===== src/rtl/issue_scoreboard_if.sv =====
// Decoder, issue, writeback and status signals of the issue scoreboard.
// The slave modport is the scoreboard; the master modport is its environment.
interface issue_scoreboard_if #(
  parameter int XLEN  = 32,
  parameter int CNT_W = 16
) ();
  logic             i_dec_valid;
  logic             o_dec_ready;
  logic [4:0]       i_dec_rs1;
  logic [4:0]       i_dec_rs2;
  logic [4:0]       i_dec_rd;
  logic             i_dec_rs1_en;
  logic             i_dec_rs2_en;
  logic             i_dec_rd_en;
  logic [XLEN-1:0]  i_dec_imm;
  logic [XLEN-1:0]  i_dec_pc;

  logic             o_issue_valid;
  logic             i_issue_ready;
  logic [4:0]       o_issue_rs1;
  logic [4:0]       o_issue_rs2;
  logic [4:0]       o_issue_rd;
  logic [XLEN-1:0]  o_issue_imm;
  logic [XLEN-1:0]  o_issue_pc;

  logic             i_wb_valid;
  logic [4:0]       i_wb_rd;
  logic             i_flush;

  logic [31:0]      o_busy;
  logic [CNT_W-1:0] o_stall_count;

  modport slave (
    input  i_dec_valid, i_dec_rs1, i_dec_rs2, i_dec_rd,
           i_dec_rs1_en, i_dec_rs2_en, i_dec_rd_en, i_dec_imm, i_dec_pc,
           i_issue_ready, i_wb_valid, i_wb_rd, i_flush,
    output o_dec_ready, o_issue_valid, o_issue_rs1, o_issue_rs2, o_issue_rd,
           o_issue_imm, o_issue_pc, o_busy, o_stall_count
  );

  modport master (
    output i_dec_valid, i_dec_rs1, i_dec_rs2, i_dec_rd,
           i_dec_rs1_en, i_dec_rs2_en, i_dec_rd_en, i_dec_imm, i_dec_pc,
           i_issue_ready, i_wb_valid, i_wb_rd, i_flush,
    input  o_dec_ready, o_issue_valid, o_issue_rs1, o_issue_rs2, o_issue_rd,
           o_issue_imm, o_issue_pc, o_busy, o_stall_count
  );
endinterface


===== src/rtl/issue_scoreboard.sv =====
// Single-entry issue stage: holds one decoded instruction, stalls on RAW/WAW
// hazards against a per-register pending-write scoreboard, then offers it to execute.
module issue_scoreboard #(
  parameter int XLEN  = 32,
  parameter int CNT_W = 16
) (
  input  logic               i_clk,
  input  logic               i_reset,
  issue_scoreboard_if.slave  sb
);

  typedef enum logic [1:0] {IDLE, HAZARD, ISSUE} state_e;

  state_e           state_q, state_d;
  logic [4:0]       rs1_q, rs1_d;
  logic [4:0]       rs2_q, rs2_d;
  logic [4:0]       rd_q, rd_d;
  logic [XLEN-1:0]  imm_q, imm_d;
  logic [XLEN-1:0]  pc_q, pc_d;
  logic [31:0]      busy_q, busy_d;
  logic [CNT_W-1:0] stall_q, stall_d;

  logic [31:0]      wb_clr;
  logic [31:0]      eff_busy;
  logic             hazard;
  logic             dec_ready;
  logic             issue_valid;
  logic             accept;
  logic             issue_fire;

  // Disabled operands are stored as x0, so a non-zero held index implies its enable.
  always_comb begin
    wb_clr = '0;
    if (sb.i_wb_valid) wb_clr[sb.i_wb_rd] = 1'b1;
    eff_busy = busy_q & ~wb_clr;
    hazard   = ((rs1_q != 5'd0) && eff_busy[rs1_q]) ||
               ((rs2_q != 5'd0) && eff_busy[rs2_q]) ||
               ((rd_q  != 5'd0) && eff_busy[rd_q]);
  end

  always_ff @(posedge i_clk) begin
    if (i_reset) state_q <= IDLE;
    else         state_q <= state_d;
  end

  always_comb begin
    state_d = state_q;
    unique case (state_q)
      IDLE:    if (accept) state_d = HAZARD;
      HAZARD:  if (sb.i_flush) state_d = IDLE;
               else if (!hazard) state_d = ISSUE;
      ISSUE:   if (sb.i_flush || sb.i_issue_ready) state_d = IDLE;
      default: state_d = IDLE;
    endcase
  end

  always_comb begin
    dec_ready   = (state_q == IDLE);
    issue_valid = (state_q == ISSUE) && !sb.i_flush && !i_reset;
    accept      = dec_ready && sb.i_dec_valid && !sb.i_flush;
    issue_fire  = issue_valid && sb.i_issue_ready;
  end

  always_comb begin
    rs1_d   = rs1_q;
    rs2_d   = rs2_q;
    rd_d    = rd_q;
    imm_d   = imm_q;
    pc_d    = pc_q;
    stall_d = stall_q;
    if (accept) begin
      rs1_d = sb.i_dec_rs1_en ? sb.i_dec_rs1 : 5'd0;
      rs2_d = sb.i_dec_rs2_en ? sb.i_dec_rs2 : 5'd0;
      rd_d  = sb.i_dec_rd_en  ? sb.i_dec_rd  : 5'd0;
      imm_d = sb.i_dec_imm;
      pc_d  = sb.i_dec_pc;
    end
    if ((state_q == HAZARD) && hazard && !sb.i_flush && (stall_q != '1))
      stall_d = stall_q + 1'b1;
    // Clear before set so an issuing destination wins over a same-index writeback.
    busy_d = busy_q & ~wb_clr;
    if (issue_fire && (rd_q != 5'd0)) busy_d[rd_q] = 1'b1;
    busy_d[0] = 1'b0;
  end

  always_ff @(posedge i_clk) begin
    if (i_reset) begin
      rs1_q   <= '0;
      rs2_q   <= '0;
      rd_q    <= '0;
      imm_q   <= '0;
      pc_q    <= '0;
      busy_q  <= '0;
      stall_q <= '0;
    end else begin
      rs1_q   <= rs1_d;
      rs2_q   <= rs2_d;
      rd_q    <= rd_d;
      imm_q   <= imm_d;
      pc_q    <= pc_d;
      busy_q  <= busy_d;
      stall_q <= stall_d;
    end
  end

  assign sb.o_dec_ready   = dec_ready;
  assign sb.o_issue_valid = issue_valid;
  assign sb.o_issue_rs1   = rs1_q;
  assign sb.o_issue_rs2   = rs2_q;
  assign sb.o_issue_rd    = rd_q;
  assign sb.o_issue_imm   = imm_q;
  assign sb.o_issue_pc    = pc_q;
  assign sb.o_busy        = busy_q;
  assign sb.o_stall_count = stall_q;

endmodule


===== src/flat_wrapper.sv =====
// flat-port wrapper written by rule: the top's interface ports become plain ports
module issue_scoreboard_flat 
#(
  parameter int XLEN  = 32,
  parameter int CNT_W = 16
)
  (i_clk, i_reset, sb_i_dec_valid, sb_i_dec_rs1, sb_i_dec_rs2, sb_i_dec_rd, sb_i_dec_rs1_en, sb_i_dec_rs2_en, sb_i_dec_rd_en, sb_i_dec_imm, sb_i_dec_pc, sb_i_issue_ready, sb_i_wb_valid, sb_i_wb_rd, sb_i_flush, sb_o_dec_ready, sb_o_issue_valid, sb_o_issue_rs1, sb_o_issue_rs2, sb_o_issue_rd, sb_o_issue_imm, sb_o_issue_pc, sb_o_busy, sb_o_stall_count);
  issue_scoreboard_if #(.XLEN(XLEN), .CNT_W(CNT_W)) sb_i ();
  input  logic i_clk;
  input  logic i_reset;
  input wire logic [$bits(sb_i.i_dec_valid)-1:0] sb_i_dec_valid;
  input wire logic [$bits(sb_i.i_dec_rs1)-1:0] sb_i_dec_rs1;
  input wire logic [$bits(sb_i.i_dec_rs2)-1:0] sb_i_dec_rs2;
  input wire logic [$bits(sb_i.i_dec_rd)-1:0] sb_i_dec_rd;
  input wire logic [$bits(sb_i.i_dec_rs1_en)-1:0] sb_i_dec_rs1_en;
  input wire logic [$bits(sb_i.i_dec_rs2_en)-1:0] sb_i_dec_rs2_en;
  input wire logic [$bits(sb_i.i_dec_rd_en)-1:0] sb_i_dec_rd_en;
  input wire logic [$bits(sb_i.i_dec_imm)-1:0] sb_i_dec_imm;
  input wire logic [$bits(sb_i.i_dec_pc)-1:0] sb_i_dec_pc;
  input wire logic [$bits(sb_i.i_issue_ready)-1:0] sb_i_issue_ready;
  input wire logic [$bits(sb_i.i_wb_valid)-1:0] sb_i_wb_valid;
  input wire logic [$bits(sb_i.i_wb_rd)-1:0] sb_i_wb_rd;
  input wire logic [$bits(sb_i.i_flush)-1:0] sb_i_flush;
  output wire logic [$bits(sb_i.o_dec_ready)-1:0] sb_o_dec_ready;
  output wire logic [$bits(sb_i.o_issue_valid)-1:0] sb_o_issue_valid;
  output wire logic [$bits(sb_i.o_issue_rs1)-1:0] sb_o_issue_rs1;
  output wire logic [$bits(sb_i.o_issue_rs2)-1:0] sb_o_issue_rs2;
  output wire logic [$bits(sb_i.o_issue_rd)-1:0] sb_o_issue_rd;
  output wire logic [$bits(sb_i.o_issue_imm)-1:0] sb_o_issue_imm;
  output wire logic [$bits(sb_i.o_issue_pc)-1:0] sb_o_issue_pc;
  output wire logic [$bits(sb_i.o_busy)-1:0] sb_o_busy;
  output wire logic [$bits(sb_i.o_stall_count)-1:0] sb_o_stall_count;
  assign sb_i.i_dec_valid = sb_i_dec_valid;
  assign sb_i.i_dec_rs1 = sb_i_dec_rs1;
  assign sb_i.i_dec_rs2 = sb_i_dec_rs2;
  assign sb_i.i_dec_rd = sb_i_dec_rd;
  assign sb_i.i_dec_rs1_en = sb_i_dec_rs1_en;
  assign sb_i.i_dec_rs2_en = sb_i_dec_rs2_en;
  assign sb_i.i_dec_rd_en = sb_i_dec_rd_en;
  assign sb_i.i_dec_imm = sb_i_dec_imm;
  assign sb_i.i_dec_pc = sb_i_dec_pc;
  assign sb_i.i_issue_ready = sb_i_issue_ready;
  assign sb_i.i_wb_valid = sb_i_wb_valid;
  assign sb_i.i_wb_rd = sb_i_wb_rd;
  assign sb_i.i_flush = sb_i_flush;
  assign sb_o_dec_ready = sb_i.o_dec_ready;
  assign sb_o_issue_valid = sb_i.o_issue_valid;
  assign sb_o_issue_rs1 = sb_i.o_issue_rs1;
  assign sb_o_issue_rs2 = sb_i.o_issue_rs2;
  assign sb_o_issue_rd = sb_i.o_issue_rd;
  assign sb_o_issue_imm = sb_i.o_issue_imm;
  assign sb_o_issue_pc = sb_i.o_issue_pc;
  assign sb_o_busy = sb_i.o_busy;
  assign sb_o_stall_count = sb_i.o_stall_count;
  issue_scoreboard #(.XLEN(XLEN), .CNT_W(CNT_W)) u_core (.i_clk(i_clk), .i_reset(i_reset), .sb(sb_i));
endmodule

===== config.mk =====
export PLATFORM = sky130hd
export DESIGN_NAME = issue_scoreboard_flat
export DESIGN_NICKNAME = d
export VERILOG_FILES = /design/src/rtl/issue_scoreboard_if.sv /design/src/rtl/issue_scoreboard.sv /design/src/flat_wrapper.sv
export SDC_FILE = /design/constraint.sdc
export NUM_CORES = 1
export LEC_CHECK = 0
export BUFFER_PORTS_ARGS = -buffer_cell sky130_fd_sc_hd__clkbuf_2
export CORE_MARGIN = 5
export CORE_UTILIZATION = 35
export DETAILED_ROUTE_END_ITERATION = 6
export PLACE_DENSITY_LB_ADDON = 0.3
export SLEW_MARGIN = 10
export SYNTH_ARGS = -nofsm -noshare
export SYNTH_HDL_FRONTEND = slang
export SYNTH_SLANG_ARGS = --single-unit

===== constraint.sdc =====
create_clock -name i_clk -period 4.6 [get_ports i_clk]
set_input_delay 0.92 -clock i_clk [delete_from_list [all_inputs] [get_ports i_clk]]
set_output_delay 0.92 -clock i_clk [all_outputs]
set_load 0.01 [all_outputs]

==> metrics.txt <==
status=finished clean; Placed Instance Area=between 7000 and 8000 µm²; CP top delay family=simple AND/OR/NAND/NOR gates; Internal=2.05 mW; Fin Setup TNS=0 ns; Die ar.=20800 µm²; startpoint types=input port; ANT cells=0; CTS tree=done; routed len/inst=between 15 and 20 µm; Reg clk slew, reported paths=0.06 ns; placed insts=around 1200; Hold WS=~0.45 ns; flops & latches, synth=between 100 and 150; drt pass-1 iters=5; Core Region=17800 µm²; Cell Rows=49; Syn Nets=917; fraction of registers with async set/reset=0; I/O Buffers=220; Reg2Reg Depth=10; Min-Delay Startpoint=u_core.sb.o_issue_imm[6]; initial antenna violation count=1; switching part of the total=0.265; power share of the clock group=0.493; Post-synth EDFFs=0; max cap viols=0; Crit-path slowest cell=nor4_2; slew margin rel.=0.290; H-tree depth=4; Slew @ Worst Pin=around 1.1 ns; Post-layout nets=approximately 1100; crit path DAT=~3.8 ns; Synth top area share=0.407; Setup violations, final=0; R2R Path Start=u_core.sb.o_issue_rd[4]; Hold Buf Count CTS=0; part of the power in registers=0.419; DRC viols=0; Leakage Power=~3.3 nW; Clock Tree Buf Depth=2; Psw=roughly 740 µW; largest area contributor in the netlist=dfxtp_1; fillers=around 1800; post-synthesis to final-layout area growth=28.9%; vias in the first global route=approximately 6300; Worst Path Max Fanout=30; Setup Crit Path Kind=in2reg; RSZ-0062 raised after global routing=no; drt via density=5.38; Fin. Hold Viols=0; Final Cycle Share=0.764; CP Cell Sequence=clkbuf_2 -> nor4bb_1 -> buf_4 -> a21boi_1 -> a2111oi_0 -> nor4_1 -> o2111ai_1 -> nor4_2 -> o21ai_2 -> buf_4 -> nor4_1 -> mux2_1; ranking of synthesized cells by area=dfxtp_1, nand2_1, a21oi_1, nor2_1, nand3_1; GPL Wtd Cong=between 0.9 and 1; hold depth=2; yosys warns=0; Worst Skew=0.0132 ns; Finished Cell Area=8120 µm²; non-filler cells in the finished layout=~1300; post-route ant nets=0; Final Slew Violations=0; CP peak stage delay=approximately 0.4 ns; Crit path buffers/inverters=3; Detailed Route Iter0 Violations=approximately 590; CP endpoint kind=flop; max frequency=around 0.28 GHz; Starting Density=0.353; worst vdd ir=~230 µV; Skew-Pair Late Insertion Delay=roughly 0.42 ns; via count=6762; R2R Setup Slk=about 1.1 ns; Worst Path Required=just under 5 ns; Seq/Total Area, Yosys=0.407; die height=144 µm; root buffer cell=clkbuf_16; Final min period=around 3.5 ns; final core utilization=0.455; drt total wl=23.0 mm; syn_area_per_cell=7.65 µm²; # Post-CTS Setup Buffers=0; TritonCTS Buffers=17; Power Dens Cells=343 nW/µm²; layout cell share with drive strength beyond 1=0.280; Boundary Pins=roughly 220; Netlist cell types=74; DP HPWL=16.6 mm; end of the worst hold path=u_core.sb.o_issue_imm[6]; total track usage=0.218; Top FF cell, synth=dfxtp_1; grt ovf=0; Die Span X=about 140 µm; hold crit path type=reg2reg; CTS resizes=0; critical path depth=12; reg-to-reg endpoint=u_core.sb.o_stall_count[8]; Mapped Cells=just over 800; pin count of the biggest net entering global routing=76; Comb pwr share=0.088; Cell Area, Synth=roughly 6300 µm²; first-pass GRT wire length=35.6 mm; sinks on the clock net=~130
## per-layer routing
layer  routed length (µm)  GRT usage  vias to the layer above
li1                     -          -                     3286
met1                 9530      0.282                     3068
met2                10400      0.338                      363
met3                 2540     0.0804                       43
met4                  522     0.0697                        2
met5                   11          0                        -
## power groups by stage
| stage | clock network, mW | registers, mW | logic [mW] |
|---|---|---|---|
| 2_1_floorplan | 0 | 1.19 | 0.131 |
| 6_report | 1.37 | 1.17 | 0.245 |
| 4_1_cts | 1.41 | 1.17 | 0.247 |
| 3_5_place_dp | 0 | 1.19 | 0.246 |
| 5_1_grt | 1.46 | 1.17 | 0.271 |
| 3_3_place_gp | 0 | 1.19 | 0.246 |
## how the worst max path moves through the flow
stage / from / end / slack (ns)
4_1_cts: sb_i_wb_valid / u_core.sb.o_stall_count[8] / 1.13
5_1_grt: sb_i_wb_valid / u_core.sb.o_stall_count[15] / 0.95
2_1_floorplan: sb_i_wb_rd[0] / u_core.sb.o_stall_count[15] / 1.28
3_5_place_dp: sb_i_wb_valid / u_core.sb.o_stall_count[8] / 0.71
6_report: sb_i_wb_valid / u_core.sb.o_stall_count[8] / 1.08
3_3_place_gp: sb_i_wb_rd[2] / u_core.sb.o_stall_count[15] / 0.74
## flip-flops by register name, summed over array words and instances (netlist names)
signal	count
u_core.sb.o_issue_rd	5
u_core.sb.o_busy	31
u_core.sb.o_issue_rs1	5
u_core.sb.o_issue_pc	32
u_core.sb.o_stall_count	16
u_core.state_q	2
u_core.sb.o_issue_imm	32
u_core.sb.o_issue_rs2	5
## cell usage in the layout (no fill, tap or decap), types with 7 or more instances in the layout
cell / count
nand3_1: 34
mux2i_1: 9
nor4_1: 7
clkbuf_2: 219
a2111oi_0: 11
clkbuf_16: 17
nor2_1: 50
inv_1: 13
nor2b_1: 11
a21boi_1: 7
o31ai_1: 7
nand4_1: 8
dfxtp_1: 128
nand2b_1: 13
buf_4: 14
nor3_1: 14
o21ai_0: 14
nand2_1: 193
a21oi_1: 131
## layout make-up
| cell class | instances | area, µm² | share of cell area |
|---|---|---|---|
| flip-flops and latches | 128 | 2560 | 0.315 |
| well taps | 229 | 287 | 0.0353 |
| clock buffers | 17 | 425 | 0.0524 |
| clock inverters | 15 | 173 | 0.0213 |
| multi-input cells | 620 | 3410 | 0.419 |
| repair buffers | 234 | 1220 | 0.150 |
| inverters | 13 | 48.8 | 0.00601 |
## worst register-to-register path: cells and delay by family, from the launching register on
family	cells	cell delay (ns)
and+or+nand+nor	4	1.21
DFF	1	0.89
buffers and inverters	2	0.51
AOI/OAI and AO/OA	3	0.39
muxes	1	0.36
## synthesized netlist by cell type, drive strengths merged, types with 12 or more instances
| master | number |
|---|---|
| a2111oi | 12 |
| clkbuf | 35 |
| nand3 | 34 |
| nor2 | 50 |
| buf | 27 |
| o21ai | 21 |
| nor2b | 12 |
| dfxtp | 128 |
| nor3 | 14 |
| nand2 | 193 |
| a21boi | 15 |
| nand2b | 13 |
| inv | 13 |
| a21oi | 132 |
## through the flow
stage | total power, mW | setup WS (ns)
global placement | 1.44 | 0.741
finish | 2.79 | 1.08
floorplan | 1.33 | 1.28
CTS | 2.82 | 1.13
detailed placement | 1.44 | 0.712
global route | 2.90 | 0.950
## cells by family (layout without fill, tap and decap cells)
family                     Yosys count  count (layout)  synth area share
AOI/OAI and AO/OA                  232             232             0.230
xor gates and xnor gates             2               2           0.00278
other                                1               1          0.000595
buffers and inverters               75             279            0.0546
DFF                                128             128             0.407
adders and majority gates            1               1           0.00199
muxes                               16              16            0.0286
and+or+nand+nor                    368             368             0.274
Note: power is estimated with default switching activity, not from simulation.
